--- config.mk ---
export PLATFORM = sky130hd
export DESIGN_NAME = jtag_tap_ctrl
export DESIGN_NICKNAME = d
export VERILOG_FILES = /design/src/rtl/jtag_tap_ctrl.sv
export SDC_FILE = /design/constraint.sdc
export NUM_CORES = 1
export LEC_CHECK = 0
export ABC_AREA = 1
export CAP_MARGIN = 20
export CORE_ASPECT_RATIO = 1.4
export CORE_MARGIN = 2
export CORE_UTILIZATION = 35
export CTS_CLUSTER_SIZE = 16
export DETAILED_ROUTE_END_ITERATION = 7
export HOLD_SLACK_MARGIN = 0.1
export PLACE_DENSITY = 0.65
export SYNTH_ARGS = -nofsm -noshare
export SYNTH_HDL_FRONTEND = slang
export SYNTH_SLANG_ARGS = --single-unit
export TNS_END_PERCENT = 10
--- constraint.sdc ---
create_clock -name tck -period 1.6 [get_ports tck]
set_input_delay 0.48 -clock tck [delete_from_list [all_inputs] [get_ports tck]]
set_output_delay 0.48 -clock tck [all_outputs]
set_load 0.01 [all_outputs]
--- src/rtl/jtag_tap_ctrl.sv ---
// jtag_tap_ctrl
//   IEEE 1149.1 TAP controller for the jtag TDR chain. Contains the 16-state TAP
//   FSM, the instruction register, the BYPASS and IDCODE data registers, and the
//   decode that turns the current instruction into per-TDR strobes. Each TDR
//   reads its strobes as follows:
//     shift & capture = load scope inputs, shift alone = shift,
//     capture alone = update.
//   The selected TDR's serial output is muxed onto TDO.
//
// Ports
//   tck          test clock
//   trstb        test reset, asynchronous, active-low
//   tms          mode select, sampled on posedge tck
//   tdi          serial in, sampled on posedge tck
//   tdo          serial out, updated on negedge tck
//   tdo_en       TDO drive enable, updated on negedge tck
//   ir           current (updated) instruction
//   tdr_si       serial data to every TDR (copy of tdi)
//   tdr_so       serial output of each TDR
//   tdr_shift    per-TDR shift strobe
//   tdr_capture  per-TDR capture/update strobe
//   tdr_select   per-TDR sticky config-override enable
module jtag_tap_ctrl #(
    parameter int          IR_W   = 4,
    parameter int          N_TDR  = 4,
    parameter logic [31:0] IDCODE = 32'h0000_0001
) (
    input  logic             tck,
    input  logic             trstb,
    input  logic             tms,
    input  logic             tdi,
    output logic             tdo,
    output logic             tdo_en,
    output logic [IR_W-1:0]  ir,
    output logic             tdr_si,
    input  logic [N_TDR-1:0] tdr_so,
    output logic [N_TDR-1:0] tdr_shift,
    output logic [N_TDR-1:0] tdr_capture,
    output logic [N_TDR-1:0] tdr_select
);

    // Standard 1149.1 state encoding.
    localparam logic [3:0] ST_EX2DR = 4'h0;
    localparam logic [3:0] ST_EX1DR = 4'h1;
    localparam logic [3:0] ST_SHDR  = 4'h2;
    localparam logic [3:0] ST_PDR   = 4'h3;
    localparam logic [3:0] ST_SELIR = 4'h4;
    localparam logic [3:0] ST_UPDR  = 4'h5;
    localparam logic [3:0] ST_CAPDR = 4'h6;
    localparam logic [3:0] ST_SELDR = 4'h7;
    localparam logic [3:0] ST_EX2IR = 4'h8;
    localparam logic [3:0] ST_EX1IR = 4'h9;
    localparam logic [3:0] ST_SHIR  = 4'hA;
    localparam logic [3:0] ST_PIR   = 4'hB;
    localparam logic [3:0] ST_RTI   = 4'hC;
    localparam logic [3:0] ST_UPIR  = 4'hD;
    localparam logic [3:0] ST_CAPIR = 4'hE;
    localparam logic [3:0] ST_TLR   = 4'hF;

    localparam logic [IR_W-1:0] IR_CAPTURE = {{(IR_W-2){1'b0}}, 2'b01};

    logic [3:0]       state;
    logic [3:0]       state_next;
    logic [IR_W-1:0]  ir_shift;
    logic             bypass_reg;
    logic [31:0]      idcode_reg;
    logic [N_TDR-1:0] tdr_onehot;
    logic             tdr_hit;
    logic             is_idcode;
    logic             is_bypass;
    logic             dr_out;
    logic             enter_tlr;

    always_comb begin
        state_next = ST_TLR;
        case (state)
            ST_TLR:   state_next = tms ? ST_TLR   : ST_RTI;
            ST_RTI:   state_next = tms ? ST_SELDR : ST_RTI;
            ST_SELDR: state_next = tms ? ST_SELIR : ST_CAPDR;
            ST_CAPDR: state_next = tms ? ST_EX1DR : ST_SHDR;
            ST_SHDR:  state_next = tms ? ST_EX1DR : ST_SHDR;
            ST_EX1DR: state_next = tms ? ST_UPDR  : ST_PDR;
            ST_PDR:   state_next = tms ? ST_EX2DR : ST_PDR;
            ST_EX2DR: state_next = tms ? ST_UPDR  : ST_SHDR;
            ST_UPDR:  state_next = tms ? ST_SELDR : ST_RTI;
            ST_SELIR: state_next = tms ? ST_TLR   : ST_CAPIR;
            ST_CAPIR: state_next = tms ? ST_EX1IR : ST_SHIR;
            ST_SHIR:  state_next = tms ? ST_EX1IR : ST_SHIR;
            ST_EX1IR: state_next = tms ? ST_UPIR  : ST_PIR;
            ST_PIR:   state_next = tms ? ST_EX2IR : ST_PIR;
            ST_EX2IR: state_next = tms ? ST_UPIR  : ST_SHIR;
            ST_UPIR:  state_next = tms ? ST_SELDR : ST_RTI;
            default:  state_next = ST_TLR;
        endcase
    end

    // Clearing on the edge that enters TEST_LOGIC_RESET makes the state behave
    // exactly like trstb from its first cycle onward.
    assign enter_tlr = (state_next == ST_TLR);

    always_ff @(posedge tck or negedge trstb) begin
        if (!trstb) begin
            state <= ST_TLR;
        end else begin
            state <= state_next;
        end
    end

    // Instruction decode. ir only moves in UPDATE_IR, so decoding it directly
    // gives the instruction that was current at CAPTURE_DR entry.
    always_comb begin
        tdr_onehot = '0;
        for (int k = 0; k < N_TDR; k++) begin
            if (ir == IR_W'(k + 1)) begin
                tdr_onehot[k] = 1'b1;
            end
        end
    end

    assign tdr_hit   = |tdr_onehot;
    assign is_idcode = (ir == '0);
    assign is_bypass = !is_idcode && !tdr_hit;

    assign tdr_si      = tdi;
    assign tdr_shift   = ((state == ST_CAPDR) || (state == ST_SHDR)) ? tdr_onehot : '0;
    assign tdr_capture = ((state == ST_CAPDR) || (state == ST_UPDR)) ? tdr_onehot : '0;

    always_ff @(posedge tck or negedge trstb) begin
        if (!trstb) begin
            ir_shift <= '0;
            ir       <= '0;
        end else begin
            if (state == ST_CAPIR) begin
                ir_shift <= IR_CAPTURE;
            end else if (state == ST_SHIR) begin
                ir_shift <= {tdi, ir_shift[IR_W-1:1]};
            end
            if (enter_tlr) begin
                ir <= '0;
            end else if (state == ST_UPIR) begin
                ir <= ir_shift;
            end
        end
    end

    // tdr_select bits are sticky: only reset or TEST_LOGIC_RESET clears them.
    always_ff @(posedge tck or negedge trstb) begin
        if (!trstb) begin
            tdr_select <= '0;
        end else if (enter_tlr) begin
            tdr_select <= '0;
        end else if (state == ST_UPDR) begin
            tdr_select <= tdr_select | tdr_onehot;
        end
    end

    always_ff @(posedge tck or negedge trstb) begin
        if (!trstb) begin
            bypass_reg <= 1'b0;
            idcode_reg <= IDCODE;
        end else if (enter_tlr) begin
            bypass_reg <= 1'b0;
            idcode_reg <= IDCODE;
        end else begin
            if (is_bypass && (state == ST_CAPDR)) begin
                bypass_reg <= 1'b0;
            end else if (is_bypass && (state == ST_SHDR)) begin
                bypass_reg <= tdi;
            end
            if (is_idcode && (state == ST_CAPDR)) begin
                idcode_reg <= IDCODE;
            end else if (is_idcode && (state == ST_SHDR)) begin
                idcode_reg <= {tdi, idcode_reg[31:1]};
            end
        end
    end

    always_comb begin
        dr_out = bypass_reg;
        if (tdr_hit) begin
            dr_out = |(tdr_so & tdr_onehot);
        end else if (is_idcode) begin
            dr_out = idcode_reg[0];
        end
    end

    // TDO changes on the falling edge so the far end samples it cleanly on the
    // next rising edge. Outside the shift states it holds its last value.
    always_ff @(negedge tck or negedge trstb) begin
        if (!trstb) begin
            tdo    <= 1'b0;
            tdo_en <= 1'b0;
        end else begin
            case (state)
                ST_SHIR: begin
                    tdo    <= ir_shift[0];
                    tdo_en <= 1'b1;
                end
                ST_SHDR: begin
                    tdo    <= dr_out;
                    tdo_en <= 1'b1;
                end
                ST_TLR: begin
                    tdo    <= 1'b0;
                    tdo_en <= 1'b0;
                end
                default: begin
                    tdo_en <= 1'b0;
                end
            endcase
        end
    end

endmodule

==> run summary, run 1 <==
RR Endpoint = tdo
gr ovfl total = 0
Die X = 76.6 um
Post-Syn Area = 2580 um^2
kind of cell adding the most delay to the critical path = flip-flops
Crit Path Max Fanout = 2
Top Metal Used = met4
syn_nets = 350
DRT iter0 DRCs = 52
crit path kind = reg2out
final hold viol count = 0
Avg Inst Size Synth = 7.54 um^2
antenna cells = 0
CP Cell Sequence = buf_2
Post-DP HPWL = 4.00 mm
RR Startpoint = state[0]
failing checks = setup timing
WP buf/inv = 1
DR WL met2 = 3.09 mm
PnR worst setup slack = -0.558 ns
clk root buf = clkbuf_8
Mapped Cells = 342
routed length on met1 = 2.63 mm
dpl ws = -0.702 ns
leakage power = 1.91 nW
die height = 106 um
number of vias per cell = 4.43
synthesis-stage register bit count = 51
hold slack = 0.227 ns
Finished Layout Cells = 510
CP Launch Type = flip-flop
CTS tree = yes
FP Rows = 37
status = finished, violations left
RePlAce Congestion = 0.877
Starting Density = 0.355
post-synth cell types = 27
CTS max path bufs = 2
Slowest Stage Delay on Critical Path = 0.43 ns
critical path's slowest cell = dfrtn_1
WP data required = 1.12 ns
Placeable Area = 7270 um^2
relative slew slack = 0.822
DRC viols = 0
Slew @ Worst Pin = 0.267 ns
htree depth = 2
largest net degree at the start of global routing = 48
Worst VDD drop = 0.551 mV
Finished Cell Area = 3400 um^2
crit path DAT = 1.68 ns
met3 wire len = 169 um
drt total wl = 5.99 mm
Largest register FFs = 32
fraction of layout cells with a size suffix above 1 = 0.288
Final Power = 5.34 mW
endpoints failing setup = 48
Seq/Total Area, Yosys = 0.497
First-pass DRT Iterations = 4
P per Cell Area = 1570 nW/um^2
Final Max Slew Viols = 0
utilization after layout = 0.468
r2r worst-path depth = 7
Max Clock Skew = 0.00583 ns
Inserted Clock Buffers = 5
Syn. warnings = 0
DRT antenna net count = 0
worst skew pair latency = 0.30 ns
fillcell total = 743
RSZ-0062 raised after global routing = yes
first-pass GRT wire length = 10.2 mm
Post-DP Area = 3240 um^2
I/O pin count = 27
GRT Total Usage = 0.155
Via Count = 2261
Placed Instances = 496
number of global-route vias before repair = 2287
routed len/inst = 11.7 um
r2r setup slk = -0.47 ns
fin nets = 420
setup TNS = -6.70 ns
clk sinks = 51
antenna violations before repair = 0
Max-Cap Viols = 0
CP endpoint kind = output pin
Area Growth Syn to Fin = 31.8%
Hold Crit Class = in2async
die area = 8080 um^2
IO Port Bufs = 26
Reg clk slew, reported paths = 0.09 ns
==> what timing repair did <==
action                                  in CTS  in global routing
setup buffers                                4                  2
hold buffers                                 0                  0
endpoints found under the setup margin      62                 55
resized for setup                           77                 17
pin swaps                                    6                  3
==> synthesized netlist by cell type (all sizes together) <==
library cell    n  area share
a21oi          12       0.023
a21boi          4       0.012
a41oi           1      0.0034
a31o            1      0.0034
clkbuf          1      0.0019
nand3           8       0.016
dfrtp          44        0.43
dfstp           5       0.051
nor2           32       0.060
o21ai          31       0.060
inv            64       0.093
a31oi           1      0.0024
o22ai           2      0.0048
buf            13       0.040
nand4           1      0.0024
o211ai          1      0.0029
nor3            2      0.0039
nand2         117        0.17
dfrtn           2       0.019
==> cells in the final DEF, fill, tap and decap left out, drive strengths merged <==
master / count
nand2: 117
buf: 67
inv: 64
dfrtp: 44
nor2: 32
o21ai: 31
a21oi: 12
nand3: 8
clkbuf: 7
clkdlybuf4s50: 6
dfstp: 5
a21boi: 4
dlygate4sd2: 4
nor3: 2
o22ai: 2
dfrtn: 2
a41oi: 1
a31o: 1
a31oi: 1
o211ai: 1
nand4: 1
clkinv: 1
==> worst max-delay path by stage <==
stage               slack, ns  cells past startpoint       from  end
detailed placement      -0.70                      7  tdr_so[2]  tdo
global placement        -0.68                      7  tdr_so[2]  tdo
floorplan               -0.37                      8      ir[3]  tdo
global route            -0.59                      1        tdo  tdo
CTS                     -0.56                      1        tdo  tdo
finish                  -0.56                      1        tdo  tdo
==> where the power goes <==
part / switching (mW) / total, mW / internal [mW]
Combinational: 1.52 / 2.79 / 1.26
Sequential: 0.193 / 1.78 / 1.58
Clock: 0.425 / 0.775 / 0.350
Total: 2.14 / 5.34 / 3.20
==> logic make-up after synthesis <==
family          Yosys count  share of synthesized area
flops                    51                      0.497
buf+inv                  78                      0.135
simple gates            160                      0.256
compound gates           53                      0.112
==> routing by layer <==
metal	global-route usage	vias up
li1	-	1163
met2	0.276	37
met5	0	-
met1	0.183	1053
met3	0.0283	8
met4	0.0623	0
==> cell type report <==
type,count,area [um^2],area share
Sequential cell,51,1280,0.378
Multi-Input combinational cell,213,1020,0.301
Timing Repair Buffer,77,636,0.187
Inverter,64,243,0.0714
Tap cell,97,121,0.0357
Clock buffer,7,86.3,0.0254
Clock inverter,1,5.00,0.00147
Power figures use the tool's default switching activity.
==> run 2, diff against run 1 <==
PLACE_DENSITY = 0.56   (was 0.65)
clock period = 2.78 ns   (was 1.6 ns; I/O delays follow)
==> run summary, run 2 (synthesis results as in run 1) <==
status = finished, violations left
failing checks = setup timing
CP Launch Type = flip-flop
kind of cell adding the most delay to the critical path = flip-flops
first-pass GRT wire length = 9.82 mm (-3.3%)
antenna cells = 0 (unchanged)
crit path DAT = 2.23 ns (+0.55 ns)
Hold Crit Class = reg2reg
Final Power = 2.65 mW (-50%)
gr ovfl total = 0 (unchanged)
number of global-route vias before repair = 2127 (-7.0%)
largest net degree at the start of global routing = 33 (-31%)
IO Port Bufs = 26 (unchanged)
Placed Instances = 463 (-6.7%)
fraction of layout cells with a size suffix above 1 = 0.150 (-0.138)
final hold viol count = 0 (unchanged)
Inserted Clock Buffers = 5 (unchanged)
DRT antenna net count = 0 (unchanged)
WHS Path Cells = 2
Finished Layout Cells = 471 (-7.6%)
Final Max Slew Viols = 0 (unchanged)
relative slew slack = 0.488 (-0.334)
Net Switching = 1.09 mW (-49%)
fin nets = 381 (-9.3%)
RR Endpoint = tdo
most common cell after layout, fill and taps aside = nand2_1
clk sinks = 51 (unchanged)
RePlAce Congestion = 0.852 (-2.9%)
Hold Path Sink = idcode_reg[0]
Slowest Stage Delay on Critical Path = 0.41 ns (-0.02 ns)
RR Startpoint = ir[0]
critical path's slowest cell = dfrtn_1
routed len/inst = 11.7 um (-0.14%)
r2r worst-path depth = 8 (+1)
htree depth = 2 (unchanged)
Die X = 76.6 um (unchanged)
Via Count = 2138 (-5.4%)
r2r setup slk = 0.09 ns (+0.56 ns)
internal cell power = 1.56 mW (-51%)
hold slack = 0.519 ns (+0.291 ns)
Slew @ Worst Pin = 0.766 ns (+0.499 ns)
PnR worst setup slack = -0.284 ns (+0.274 ns)
WP data required = 1.95 ns (+0.83 ns)
leakage power = 1.72 nW (-9.8%)
CP Cell Sequence = buf_2
drt total wl = 5.52 mm (-7.8%)
antenna violations before repair = 0 (unchanged)
Hold Crit Start = idcode_reg[1]
Post-CTS Setup Inserts = 0 (-4)
Worst VDD drop = 0.409 mV (-26%)
crit path kind = reg2out
die height = 106 um (unchanged)
die area = 8080 um^2 (unchanged)
FP Rows = 37 (unchanged)
number of vias per cell = 4.54 (+2.4%)
I/O pin count = 27 (unchanged)
Sw Ratio = 0.410 (+0.00953)
Largest register FFs = 32 (unchanged)
CTS tree = yes
DRC viols = 0 (unchanged)
First-pass DRT Iterations = 4 (unchanged)
Post-DP HPWL = 3.90 mm (-2.4%)
commonest non-fill, non-tap cells in the layout = nand2_1 (112), inv_1 (53), dfrtp_1 (44)
CTS Hold Buffers Added = 0 (unchanged)
CP endpoint kind = output pin
RSZ-0062 raised after global routing = yes
Placeable Area = 7270 um^2 (unchanged)
power share of the combinational group = 0.428 (-0.094)
GRT Total Usage = 0.150 (-0.00524)
P per Cell Area = 866 nW/um^2 (-45%)
WP buf/inv = 1 (unchanged)
clock network power share = 0.178 (+0.033)
dpl ws = -0.466 ns (+0.237 ns)
clk root buf = clkbuf_8
Seq pwr share = 0.394 (+0.061)
Max-Cap Viols = 0 (unchanged)
Area Growth Syn to Fin = 18.8%
DRT iter0 DRCs = 75 (+44%)
Reg clk slew, reported paths = 0.09 ns (about the same)
endpoints failing setup = 5 (-90%)
worst skew pair latency = 0.31 ns (about the same)
Starting Density = 0.355 (unchanged)
Crit Path Max Fanout = 2 (unchanged)
Max Clock Skew = 0.00953 ns (+0.00371 ns)
CTS max path bufs = 2 (unchanged)
-- run 2: layer usage --
layer	global-route usage	wire length (um)	up-vias
met5	0	0	-
met4	0.0558	140	0
met3	0.0257	169	9
met2	0.273	2790	44
met1	0.175	2420	993
li1	-	-	1092
-- run 2: area by class of cell --
| class | instances | area [um^2] |
|---|---|---|
| flip-flops and latches | 51 | 1280 |
| well taps | 97 | 121 |
| inverters | 64 | 240 |
| repair buffers | 38 | 344 |
| clock inverters | 1 | 7.51 |
| fillers | 765 | 4200 |
| multi-input cells | 213 | 972 |
| clock buffers | 7 | 96.3 |
-- run 2: power by group through the flow --
stage | logic, mW | registers [mW] | clock network, mW
after floorplan | 0.750 | 1.04 | 0
after global placement | 1.13 | 1.05 | 0
after detailed placement | 1.13 | 1.06 | 0
after CTS | 1.15 | 1.04 | 0.491
after global routing | 1.28 | 1.07 | 0.517
final | 1.14 | 1.04 | 0.474
-- run 2: how the worst max path moves through the flow --
stage	startpoint	endpoint	slack (ns)	cells past startpoint
after floorplan	tdr_so[2]	tdo	0.08	6
final	tdo	tdo	-0.28	1
after detailed placement	tdr_so[2]	tdo	-0.47	7
after CTS	tdo	tdo	-0.29	1
after global placement	tdr_so[2]	tdo	-0.45	7
after global routing	tdo	tdo	-0.31	1
-- run 2: worst min-delay path, cell delays in order (launching register included) --
cell and delay [ns]:
dfrtp_1 0.36, o22ai_1 0.08, nand2_1 0.05
-- run 2: stage by stage --
stage,utilization,TNS [ns],area [um^2]
global route,0.422,-1.23,3060
CTS,0.420,-0.788,3050
global placement,0.404,-1.15,2940
floorplan,-,0,2580
finish,0.422,-0.688,3060
detailed placement,0.404,-1.16,2940
-- run 2: what timing repair did --
item / 4_1_cts / 5_1_grt
pin swaps: 1 / 1
resized for setup: 14 / 5
endpoints found under the setup margin: 9 / 10
==> run 3, diff against run 2 <==
CORE_MARGIN = default   (was 2)
clock period = 3.3 ns   (was 2.78 ns; I/O delays follow)
==> run summary, run 3 (synthesis results as in run 1) <==
Slowest Stage Delay on Critical Path = 0.40 ns (about the same)
final hold viol count = 0 (unchanged)
Area Growth Syn to Fin = 14.6%
GRT Total Usage = 0.153 (+0.00344)
IO Port Bufs = 26 (unchanged)
critical path's slowest cell = dfrtn_1
status = finished, violations left
RR Startpoint = ir[0]
Die X = 74.6 um (-2.6%)
fraction of layout cells with a size suffix above 1 = 0.114 (-0.0353)
Sw Ratio = 0.415 (+0.00492)
First-pass DRT Iterations = 4 (unchanged)
WP data required = 2.31 ns (+0.36 ns)
first-pass GRT wire length = 9.13 mm (-7.0%)
RePlAce Congestion = 0.785 (-7.8%)
Final Max Slew Viols = 0 (unchanged)
DRT antenna net count = 0 (unchanged)
fin nets = 374 (-1.8%)
Worst VDD drop = 0.268 mV (-35%)
Via Count = 2086 (-2.4%)
commonest non-fill, non-tap cells in the layout = nand2_1 (112), inv_1 (53), dfrtp_1 (44)
worst skew pair latency = 0.30 ns (about the same)
die height = 104 um (-1.9%)
CP Cell Sequence = buf_2
crit path kind = reg2out
internal cell power = 1.23 mW (-21%)
clk root buf = clkbuf_8
CP Launch Type = flip-flop
WP buf/inv = 1 (unchanged)
CTS max path bufs = 2 (unchanged)
Crit Path Max Fanout = 2 (unchanged)
failing checks = setup timing
number of global-route vias before repair = 1977 (-7.1%)
I/O pin count = 27 (unchanged)
routed len/inst = 11.7 um (-0.38%)
r2r worst-path depth = 8 (unchanged)
power share of the combinational group = 0.418 (-0.010)
PnR worst setup slack = -0.172 ns (+0.112 ns)
Max-Cap Viols = 0 (unchanged)
Reg clk slew, reported paths = 0.09 ns (about the same)
die area = 7720 um^2 (-4.5%)
Slew @ Worst Pin = 0.824 ns (+0.0579 ns)
WP depth = 1 (unchanged)
r2r setup slk = 0.26 ns (+0.17 ns)
RR Endpoint = tdo
Hold Crit Class = reg2reg
FP Rows = 36 (-2.7%)
number of vias per cell = 4.52 (-0.53%)
Post-DP HPWL = 3.66 mm (-6.2%)
clk sinks = 51 (unchanged)
CTS tree = yes
Finished Cell Area = 2960 um^2 (-3.5%)
DRC viols = 0 (unchanged)
Largest register FFs = 32 (unchanged)
hold slack = 0.520 ns (+0.00147 ns)
crit path DAT = 2.48 ns (+0.25 ns)
CP endpoint kind = output pin
endpoints failing setup = 3 (-2)
Post-DP Area = 2880 um^2 (-1.9%)
kind of cell adding the most delay to the critical path = flip-flops
DRT iter0 DRCs = 77 (+2.7%)
leakage power = 1.60 nW (-7.1%)
antenna violations before repair = 0 (unchanged)
Seq pwr share = 0.418 (+0.024)
clock network power share = 0.164 (-0.014)
Placeable Area = 7030 um^2 (-3.3%)
relative slew slack = 0.449 (-0.0387)
Worst setup endpoint = tdo
most common cell after layout, fill and taps aside = nand2_1
htree depth = 2 (unchanged)
RSZ-0062 raised after global routing = yes
Starting Density = 0.367 (+0.0122)
P per Cell Area = 711 nW/um^2 (-18%)
drt total wl = 5.40 mm (-2.3%)
largest net degree at the start of global routing = 50 (+52%)
Final Power = 2.10 mW (-21%)
Max Clock Skew = 0.00580 ns (-0.00373 ns)
Inserted Clock Buffers = 5 (unchanged)
antenna cells = 0 (unchanged)
gr ovfl total = 0 (unchanged)
Net Switching = 0.873 mW (-20%)
CTS Hold Buffers Added = 0 (unchanged)
CP Launch Point = tdo
## run 3: cell count changes in the layout (fill, tap and decap cells not counted), sizes merged
cell and delta:
dlygate4sd2 -1, clkinvlp -1, dlymetal6s2s -4, clkinv +1
clkdlybuf4s50 +5, buf -7
## run 3: layer usage
| layer | routed length (um) | track usage | vias up |
|---|---|---|---|
| met4 | 74 | 0.0553 | 0 |
| met1 | 2380 | 0.180 | 976 |
| met2 | 2790 | 0.266 | 34 |
| met5 | 0 | 0 | - |
| met3 | 151 | 0.0321 | 4 |
| li1 | - | - | 1072 |
## run 3: area by class of cell
cell class	instances	area [um^2]
Inverter	64	240
Multi-Input combinational cell	213	951
Sequential cell	51	1280
Clock buffer	7	76.3
Timing Repair Buffer	31	283
Tap cell	95	119
Clock inverter	1	5.00
Fill cell	764	4070
## run 3: worst min path at each step
stage | from | end | slack, ns | cells past startpoint
2_1_floorplan | idcode_reg[1] | idcode_reg[0] | 0.47 | 2
3_3_place_gp | idcode_reg[1] | idcode_reg[0] | 0.50 | 2
3_5_place_dp | idcode_reg[1] | idcode_reg[0] | 0.50 | 2
4_1_cts | idcode_reg[1] | idcode_reg[0] | 0.52 | 2
5_1_grt | idcode_reg[1] | idcode_reg[0] | 0.54 | 2
6_report | idcode_reg[1] | idcode_reg[0] | 0.52 | 2
## run 3: what timing repair did
item	in CTS	in global routing
resized for setup	9	0
setup buffers	0	0
setup endpoints to repair	3	3
pin swaps	1	0
endpoints found under the hold margin	0	0
## run 3: power by group through the flow
| stage | registers [mW] | logic, mW | clock network, mW |
|---|---|---|---|
| 6_report | 0.878 | 0.880 | 0.344 |
| 5_1_grt | 0.902 | 0.987 | 0.391 |
| 4_1_cts | 0.880 | 0.894 | 0.365 |
| 3_5_place_dp | 0.893 | 0.895 | 0 |
| 3_3_place_gp | 0.889 | 0.896 | 0 |
| 2_1_floorplan | 0.873 | 0.632 | 0 |
## run 3: per-stage QoR
stage	setup TNS, ns	setup slack [ns]	std cells	utilization
floorplan	0	0.186	342	-
detailed placement	-0.882	-0.378	454	0.410
global route	-0.486	-0.236	462	0.421
global placement	-0.844	-0.361	454	0.410
CTS	-0.380	-0.198	462	0.421
finish	-0.344	-0.172	462	0.421
